===== config.mk =====
export PLATFORM = sky130hd
export DESIGN_NAME = reg_file_dumper
export DESIGN_NICKNAME = d
export VERILOG_FILES = /design/src/rtl/reg_file_dumper_pkg.sv /design/src/rtl/reg_file_dumper.sv
export SDC_FILE = /design/constraint.sdc
export NUM_CORES = 1
export LEC_CHECK = 0
export BUFFER_PORTS_ARGS = -buffer_cell sky130_fd_sc_hd__buf_2
export CAP_MARGIN = 20
export CORE_MARGIN = 3
export CORE_UTILIZATION = 45
export CTS_CLUSTER_DIAMETER = 200
export DETAILED_ROUTE_END_ITERATION = 12
export PLACE_DENSITY = 0.72
export SLEW_MARGIN = 20
export SYNTH_ARGS = -nofsm -noshare
export SYNTH_HDL_FRONTEND = slang
export SYNTH_SLANG_ARGS = --single-unit

===== constraint.sdc =====
create_clock -name i_clk -period 1.8 [get_ports i_clk]
set_input_delay 0.09 -clock i_clk [delete_from_list [all_inputs] [get_ports i_clk]]
set_output_delay 0.09 -clock i_clk [all_outputs]
set_load 0.05 [all_outputs]

===== src/rtl/reg_file_dumper_pkg.sv =====
// -----------------------------------------------------------------------------
// reg_file_dumper_pkg
// Shared definitions for the register-file dumper:
//   - dump_state_t : FSM state encoding (3 bits)
//   - NB_BYTE      : width of one transmitted symbol
//   - DBG_CMD_DUMP_REGS : debug-unit opcode that raises i_start on the dumper
// -----------------------------------------------------------------------------
package reg_file_dumper_pkg;

  localparam int NB_BYTE = 8;

  localparam logic [7:0] DBG_CMD_DUMP_REGS = 8'h52;

  typedef enum logic [2:0] {
    ST_IDLE = 3'd0,
    ST_READ = 3'd1,
    ST_SEND = 3'd2,
    ST_WAIT = 3'd3,
    ST_DONE = 3'd4
  } dump_state_t;

endpackage


===== src/rtl/reg_file_dumper.sv =====
// -----------------------------------------------------------------------------
// reg_file_dumper
// Debug-side reader of the CPU register file. On i_start it walks addresses
// 0..NB_REG-1 through the combinational read port and streams every word to
// the UART transmitter as bytes, most significant byte first, using a
// start/done byte handshake.
//
// Optional build macro: DUMP_CHECKSUM_EN
//   When defined, a running XOR of all data bytes is sent as one extra byte
//   after the last data byte.
//
// Ports:
//   i_clk            system clock, all logic on posedge
//   i_rst            synchronous active-low reset
//   i_start          one-cycle dump request (honoured only in IDLE)
//   o_read_register  register-file read address
//   i_read_data      combinational read data for o_read_register
//   o_tx_data        byte to transmit, held from o_tx_start until i_tx_done
//   o_tx_start       one-cycle transmit start pulse
//   i_tx_done        one-cycle byte-finished pulse (sampled only in WAIT)
//   o_busy           high while a dump is in progress
//   o_done           one-cycle pulse when the dump is complete
// -----------------------------------------------------------------------------
module reg_file_dumper #(
  parameter int LEN     = 32,
  parameter int NB_REG  = 32,
  parameter int NB_ADDR = 5,
  parameter int NB_BYTE = reg_file_dumper_pkg::NB_BYTE
) (
  input  logic               i_clk,
  input  logic               i_rst,
  input  logic               i_start,
  output logic [NB_ADDR-1:0] o_read_register,
  input  logic [LEN-1:0]     i_read_data,
  output logic [NB_BYTE-1:0] o_tx_data,
  output logic               o_tx_start,
  input  logic               i_tx_done,
  output logic               o_busy,
  output logic               o_done
);

  import reg_file_dumper_pkg::*;

  localparam int                 BPW       = LEN / NB_BYTE;
  localparam int                 CNT_W     = (BPW > 1) ? $clog2(BPW) : 1;
  localparam logic [CNT_W-1:0]   LAST_BYTE = CNT_W'(BPW - 1);
  localparam logic [NB_ADDR-1:0] LAST_ADDR = NB_ADDR'(NB_REG - 1);

  dump_state_t        r_state;
  dump_state_t        w_state_nxt;
  logic [NB_ADDR-1:0] r_addr;
  logic [NB_ADDR-1:0] w_addr_nxt;
  logic [CNT_W-1:0]   r_cnt;
  logic [CNT_W-1:0]   w_cnt_nxt;
  logic [LEN-1:0]     r_shift;
  logic [LEN-1:0]     w_shift_nxt;
  logic [LEN-1:0]     w_shifted;
  logic [NB_BYTE-1:0] r_tx_data;
  logic [NB_BYTE-1:0] w_tx_data_nxt;
  logic               r_tx_start;
  logic               w_tx_start_nxt;
  logic               r_busy;
  logic               w_busy_nxt;
  logic               r_done;
  logic               w_done_nxt;

`ifdef DUMP_CHECKSUM_EN
  logic [NB_BYTE-1:0] r_csum;
  logic [NB_BYTE-1:0] w_csum_nxt;
  logic               r_csum_phase;     // the byte in flight is the checksum
  logic               w_csum_phase_nxt;

  function automatic logic [NB_BYTE-1:0] csum_fold(
    input logic [NB_BYTE-1:0] acc,
    input logic [NB_BYTE-1:0] data
  );
    return acc ^ data;
  endfunction
`endif

  assign w_shifted = r_shift << NB_BYTE;

  // Next-state and next-output decode; every output is registered below,
  // so the value computed here appears one cycle later.
  always_comb begin
    w_state_nxt    = r_state;
    w_addr_nxt     = r_addr;
    w_cnt_nxt      = r_cnt;
    w_shift_nxt    = r_shift;
    w_tx_data_nxt  = r_tx_data;
    w_tx_start_nxt = 1'b0;
    w_done_nxt     = 1'b0;
`ifdef DUMP_CHECKSUM_EN
    w_csum_nxt       = r_csum;
    w_csum_phase_nxt = r_csum_phase;
`endif
    case (r_state)
      ST_IDLE: begin
        if (i_start) begin
          w_state_nxt = ST_READ;
          w_addr_nxt  = '0;
          w_cnt_nxt   = '0;
`ifdef DUMP_CHECKSUM_EN
          w_csum_nxt       = '0;
          w_csum_phase_nxt = 1'b0;
`endif
        end else begin
          w_state_nxt = ST_IDLE;
        end
      end
      ST_READ: begin
        // Load the word and present its MSByte so o_tx_start fires in SEND.
        w_shift_nxt    = i_read_data;
        w_tx_data_nxt  = i_read_data[LEN-1 -: NB_BYTE];
        w_tx_start_nxt = 1'b1;
`ifdef DUMP_CHECKSUM_EN
        w_csum_nxt = csum_fold(r_csum, i_read_data[LEN-1 -: NB_BYTE]);
`endif
        w_state_nxt = ST_SEND;
      end
      ST_SEND: begin
        w_state_nxt = ST_WAIT;
      end
      ST_WAIT: begin
        if (i_tx_done) begin
`ifdef DUMP_CHECKSUM_EN
          if (r_csum_phase) begin
            w_state_nxt = ST_DONE;
            w_done_nxt  = 1'b1;
            w_addr_nxt  = '0;
          end else
`endif
          if (r_cnt != LAST_BYTE) begin
            w_shift_nxt    = w_shifted;
            w_tx_data_nxt  = w_shifted[LEN-1 -: NB_BYTE];
            w_tx_start_nxt = 1'b1;
            w_cnt_nxt      = r_cnt + CNT_W'(1);
`ifdef DUMP_CHECKSUM_EN
            w_csum_nxt = csum_fold(r_csum, w_shifted[LEN-1 -: NB_BYTE]);
`endif
            w_state_nxt = ST_SEND;
          end else if (r_addr != LAST_ADDR) begin
            w_addr_nxt  = r_addr + NB_ADDR'(1);
            w_cnt_nxt   = '0;
            w_state_nxt = ST_READ;
          end else begin
`ifdef DUMP_CHECKSUM_EN
            // Checksum already covers every data byte sent so far.
            w_tx_data_nxt    = r_csum;
            w_tx_start_nxt   = 1'b1;
            w_csum_phase_nxt = 1'b1;
            w_state_nxt      = ST_SEND;
`else
            w_state_nxt = ST_DONE;
            w_done_nxt  = 1'b1;
            w_addr_nxt  = '0;
`endif
          end
        end else begin
          w_state_nxt = ST_WAIT;
        end
      end
      ST_DONE: begin
        w_state_nxt = ST_IDLE;
      end
      default: begin
        w_state_nxt = ST_IDLE;
      end
    endcase
    w_busy_nxt = (w_state_nxt == ST_READ) || (w_state_nxt == ST_SEND) ||
                 (w_state_nxt == ST_WAIT);
  end

  // State and datapath registers with synchronous active-low reset.
  always_ff @(posedge i_clk) begin
    if (!i_rst) begin
      r_state    <= ST_IDLE;
      r_addr     <= '0;
      r_cnt      <= '0;
      r_shift    <= '0;
      r_tx_data  <= '0;
      r_tx_start <= 1'b0;
      r_busy     <= 1'b0;
      r_done     <= 1'b0;
`ifdef DUMP_CHECKSUM_EN
      r_csum       <= '0;
      r_csum_phase <= 1'b0;
`endif
    end else begin
      r_state    <= w_state_nxt;
      r_addr     <= w_addr_nxt;
      r_cnt      <= w_cnt_nxt;
      r_shift    <= w_shift_nxt;
      r_tx_data  <= w_tx_data_nxt;
      r_tx_start <= w_tx_start_nxt;
      r_busy     <= w_busy_nxt;
      r_done     <= w_done_nxt;
`ifdef DUMP_CHECKSUM_EN
      r_csum       <= w_csum_nxt;
      r_csum_phase <= w_csum_phase_nxt;
`endif
    end
  end

  assign o_read_register = r_addr;
  assign o_tx_data       = r_tx_data;
  assign o_tx_start      = r_tx_start;
  assign o_busy          = r_busy;
  assign o_done          = r_done;

endmodule


==> flow_metrics.env, run 1 <==
export IMPL_status="complete, no violations"
export IMPL_r2r_slack_ns=0.04
export IMPL_routedWlPerCell_um=15.8
export IMPL_syn_area_um2=2080
export IMPL_grt_pass1_wl_um=7970
export IMPL_worst_skew_pair_late_latency_ns=0.30
export IMPL_nets=293
export IMPL_die_w_um=74.0
export IMPL_ios=52
export IMPL_port_buffers=51
export IMPL_cts_sinks=45
export IMPL_clk_pin_slew_ns=0.08
export IMPL_die_h_um=74.0
export IMPL_end_kind="flip-flop"
export IMPL_grt_pass1_vias=1656
export IMPL_setup_viol=0
export IMPL_start_util_pct=47.1
export IMPL_viasPerCell=5.62
export IMPL_rows=24
export IMPL_cts_made_buffers=5
export IMPL_synth_avg_cell_area_um2=10.3
export IMPL_synth_largest_area_cell="dfxtp_1"
export IMPL_place_inst=293
export IMPL_yosysSeqAreaShare_pct=43.3
export IMPL_reg2reg_depth=8
export IMPL_tightestPinTransition_ns=0.559
export IMPL_ys_types=37
export IMPL_whs_path_depth=2
export IMPL_h_tree_depth=2
export IMPL_cts_buffer_depth=2
export IMPL_drt_drc_violations_left=0
export IMPL_dr_pass1_iters=4
export IMPL_core_um2=4410
export IMPL_dr_total_vias=1724
export IMPL_rsz0062_at_grt="true"
export IMPL_maxSlewHeadroom_pct=62.6
export IMPL_finalClockSkew_ns=0.00547
export IMPL_min_period_ns=1.76
export IMPL_ys_seq_elements=45
export IMPL_synth_flop_cell="dfxtp_1"
export IMPL_synth_top_cell_area_share_pct=43.3
export IMPL_busiest_layer="met2"
export IMPL_drive_gt1_share_pct=32.2
export IMPL_met2_usage_pct=28.7
export IMPL_synthArstFlopShare_pct=0
export IMPL_total_power_w=0.00226
export IMPL_area_growth_pct=23.1
export IMPL_fmax_ghz=0.568
export IMPL_dp_hpwl_um=3230
export IMPL_cts_tree="yes"
export IMPL_ir_drop_mv=0.343
export IMPL_drt_iter0_drc=144
export IMPL_hold_violations=0
export IMPL_worst_ep_arrival_time_ns=1.95
export IMPL_antenna_found_initial=0
export IMPL_die_area_um2=5470
export IMPL_netlist_instances=201
export IMPL_clock_root_buffer="clkbuf_8"
export IMPL_grt_max_degree=26
export IMPL_track_usage_pct=19.0
export IMPL_n_antenna_cell=0
export IMPL_grt_overflow_total=0
export IMPL_fin_setup_tns_ns=0
export IMPL_ys_warn_count=0
export IMPL_crit_fanout=12
export IMPL_min_path_type="in2reg"
export IMPL_synthMostInstantiatedCell="dfxtp_1"
export IMPL_fin_crit_sh_pct=97.8
export IMPL_critical_path_class="reg2reg"
export IMPL_p_leak_nw=1.45
export IMPL_cap_violations=0
export IMPL_use_met3_pct=3.92
export IMPL_synth_edf_count=0
export IMPL_cp_start_kind="flip-flop"
export IMPL_fin_cells=307
export IMPL_place_congestion=0.843
export IMPL_drv_slew=0
export IMPL_synth_common_cells="dfxtp_1, nand3_1, mux2i_1, o211a_1"
export IMPL_syn_nets=240
export IMPL_worstPathRequired_ns=1.99
export IMPL_synth_area_top_cells="dfxtp_1, mux2i_1, o211a_1"
export IMPL_grtUsageMet1_pct=26.4
export IMPL_wl_um=4860
export IMPL_ant_nets=0
export IMPL_powerDensity_nw_per_um2=885
registers in the layout (all words and copies together) (netlist names):
register and count:
r_shift 24, o_read_register 5, o_busy 1, r_cnt 2
o_done 1, r_state 3, o_tx_data 8, o_tx_start 1
worst paths after layout:
path                                      to               start
worst max-delay path             r_shift[19]  o_read_register[0]
worst min register to register  o_tx_data[4]        o_tx_data[4]
worst max register to register   r_shift[19]  o_read_register[0]
worst min-delay path              r_shift[5]      i_read_data[5]
routing by layer:
metal,vias up,wire length (um)
met5,-,0
met4,0,60
met3,7,247
met2,45,2280
met1,811,2270
li1,861,-
critical path, stage by stage, from the launching register on:
cell     delay (ns)
dfxtp_4        0.37
ha_4           0.16
and3_4         0.18
ha_4           0.18
nor2b_4        0.13
o22ai_4        0.11
buf_6          0.14
and2_4         0.18
o211a_1        0.21
layout make-up:
| type | count | area, um^2 |
|---|---|---|
| multi-input combinational | 137 | 1110 |
| clock buffer | 8 | 90.1 |
| tap | 52 | 65.1 |
| sequential | 45 | 911 |
| timing repair buffer | 63 | 373 |
| inverter | 2 | 7.51 |
| fill | 414 | 1860 |
where the power goes:
part / internal [W] / switching (W)
sequential: 0.00108 / 0.0000511
clock: 0.000313 / 0.000324
combinational: 0.000200 / 0.000295
total: 0.00159 / 0.000669
cell families after synthesis:
family,synth area share (%)
AOI/OAI and AO/OA,21.4
adders and majority gates,1.81
buffers and inverters,5.90
DFF,43.3
muxes,12.0
and+or+nand+nor,15.5
through the flow:
step	util (%)	hold slack (ns)	instance area, um^2	setup WS (ns)
2_1_floorplan	-	0.216	2120	-0.0826
3_3_place_gp	54.1	0.310	2390	0.119
3_5_place_dp	54.1	0.310	2390	0.0620
4_1_cts	56.8	0.00606	2510	0.0374
5_1_grt	57.9	0.0130	2560	-0.0190
6_report	57.9	0.0132	2560	0.0403
what timing repair did:
action | CTS | global route
endpoints found under the setup margin | 0 | 33
gates resized for setup | 0 | 8
setup buffers | 0 | 3
endpoints found under the hold margin | 3 | 0
hold buffers | 3 | 0
cells in the final DEF, fill, tap and decap left out, drive strengths merged, types with 3 or more instances in the layout:
| master | synthesis | final |
|---|---|---|
| buf | 11 | 60 |
| dfxtp | 45 | 45 |
| nand3 | 29 | 29 |
| o211a | 25 | 25 |
| mux2i | 25 | 25 |
| a32o | 8 | 8 |
| nand2 | 8 | 8 |
| clkbuf | 7 | 8 |
| nor2 | 4 | 4 |
| a21boi | 4 | 4 |
| nor3 | 3 | 3 |
| nand2b | 3 | 3 |
| dlygate4sd3 | 0 | 3 |
| a21oi | 3 | 3 |
| and2 | 2 | 3 |
| and3 | 3 | 3 |
| ha | 3 | 3 |
Power figures use the tool's default switching activity.
==> inputs of run 2 (changes only) <==
- CORE_MARGIN: 3 -> 2
==> flow_metrics.env, run 2 (synthesis results as in run 1) <==
export IMPL_worstPathRequired_ns=1.99
export IMPL_die_area_um2=5180
export IMPL_port_buffers=51
export IMPL_fmax_ghz=0.585
export IMPL_grt_max_degree=45
export IMPL_grt_pass1_wl_um=7650
export IMPL_place_congestion=0.804
export IMPL_final_core_util_pct=58.0
export IMPL_h_tree_depth=2
export IMPL_setup_viol=0
export IMPL_die_w_um=72.0
export IMPL_p_leak_nw=1.45
export IMPL_largest_reg_flops=24
export IMPL_worst_ep_arrival_time_ns=1.90
export IMPL_rows=24
export IMPL_start_util_pct=47.1
export IMPL_cpPeakStageDelay_ns=0.37
export IMPL_n_antenna_cell=0
export IMPL_powerDensity_nw_per_um2=878
export IMPL_fin_cells=307
export IMPL_crit_top_cell="ha_4"
export IMPL_dr_pass1_iters=5
export IMPL_dp_hpwl_um=3190
export IMPL_tightestPinTransition_ns=0.602
export IMPL_cts_sinks=45
export IMPL_min_period_ns=1.71
export IMPL_cts_made_buffers=5
export IMPL_path_cells="ha_4, and3_4, ha_4, nor2b_4, o22ai_4, and2_4, o211a_1"
export IMPL_core_um2=4410
export IMPL_crit_fanout=24
export IMPL_layout_commonest_cell="buf_2"
export IMPL_clock_root_buffer="clkbuf_8"
export IMPL_finalClockSkew_ns=0.00476
export IMPL_cts_tree="yes"
export IMPL_ios=52
export IMPL_routedWlPerCell_um=15.3
export IMPL_track_usage_pct=19.0
export IMPL_clk_pin_slew_ns=0.08
export IMPL_grt_overflow_total=0
export IMPL_rsz0062_at_grt="false"
export IMPL_min_path_type="in2reg"
export IMPL_top_register="r_shift"
export IMPL_drt_drc_violations_left=0
export IMPL_maxSlewHeadroom_pct=59.7
export IMPL_area_growth_pct=23.1
export IMPL_antenna_found_initial=0
export IMPL_grt_pass1_vias=1629
export IMPL_die_h_um=72.0
export IMPL_cap_violations=0
export IMPL_drt_iter0_drc=114
export IMPL_cp_start_kind="flip-flop"
export IMPL_viasPerCell=5.62
export IMPL_dr_total_vias=1724
export IMPL_critPathSlowestCell="dfxtp_4"
export IMPL_nets=294
export IMPL_ant_nets=0
export IMPL_ir_drop_mv=0.429
export IMPL_wl_um=4710
export IMPL_drv_slew=0
export IMPL_status="complete, no violations"
export IMPL_final_cell_mix="buf_2, dfxtp_1, nand3_1"
export IMPL_critical_path_class="reg2reg"
export IMPL_worst_skew_pair_late_latency_ns=0.30
export IMPL_end_kind="flip-flop"
export IMPL_cts_buffer_depth=2
export IMPL_place_inst=294
export IMPL_hold_violations=0
export IMPL_fin_crit_sh_pct=94.9
export IMPL_drive_gt1_share_pct=32.2
[run 2: cell count changes in the layout (fill, tap and decap cells not counted), sizes merged]
cell	delta
and2	-1
clkbuf	-1
dlygate4sd3	+1
buf	+1
[run 2: per-layer routing]
layer	part of all wire [%]	global-route usage (%)	vias to the layer above	routed length, um
li1	-	-	863	-
met1	48	25.1	816	2270
met2	45	29.7	38	2120
met3	4.8	4.31	7	225
met4	1.8	8.81	0	87
met5	0	0	-	0
[run 2: path summary, 6_finish.rpt]
check / from / end / slack (ns) / cells past startpoint
worst max register to register: o_read_register[0] / r_shift[11] / 0.09 / 7
worst max-delay path: o_read_register[0] / r_shift[11] / 0.09 / 7
worst min register to register: o_tx_data[0] / o_tx_data[0] / 0.49 / 1
worst min-delay path: i_read_data[7] / r_shift[7] / 0.004 / 2
[run 2: through the flow]
stage	area (um^2)	setup TNS (ns)	total power, W	hold WS, ns	setup slack, ns
after global placement	2400	0	0.00162	0.302	0.121
after detailed placement	2400	0	0.00162	0.306	0.0669
after CTS	2520	0	0.00226	0.000916	0.0529
final	2560	0	0.00225	0.00418	0.0914
after floorplan	2120	-1.98	0.00151	0.216	-0.0826
after global routing	2560	0	0.00236	0.0104	0.0268
[run 2: area by class of cell]
type	count	area, um^2
inverter	2	7.51
tap	52	65.1
timing repair buffer	65	387
fill	394	1860
multi-input combinational	136	1100
clock buffer	7	86.3
sequential	45	911
[run 2: critical path, delay by kind of cell, from the launching register on]
kind / cells / cell delay [ns]
DFF: 1 / 0.37
adders and majority gates: 2 / 0.33
and+or+nand+nor: 3 / 0.57
AOI/OAI and AO/OA: 2 / 0.33
[run 2: repair_timing]
| action | in CTS | in global routing |
|---|---|---|
| endpoints found under the setup margin | 0 | 17 |
| hold endpoints to repair | 4 | 0 |
| buffers inserted | 0 | 2 |
| resized for setup | 0 | 5 |
| hold buffers | 4 | 0 |
[run 2: power by group]
part           switching, W  internal [W]
Sequential        0.0000500       0.00108
Clock              0.000325      0.000305
Combinational      0.000292      0.000195
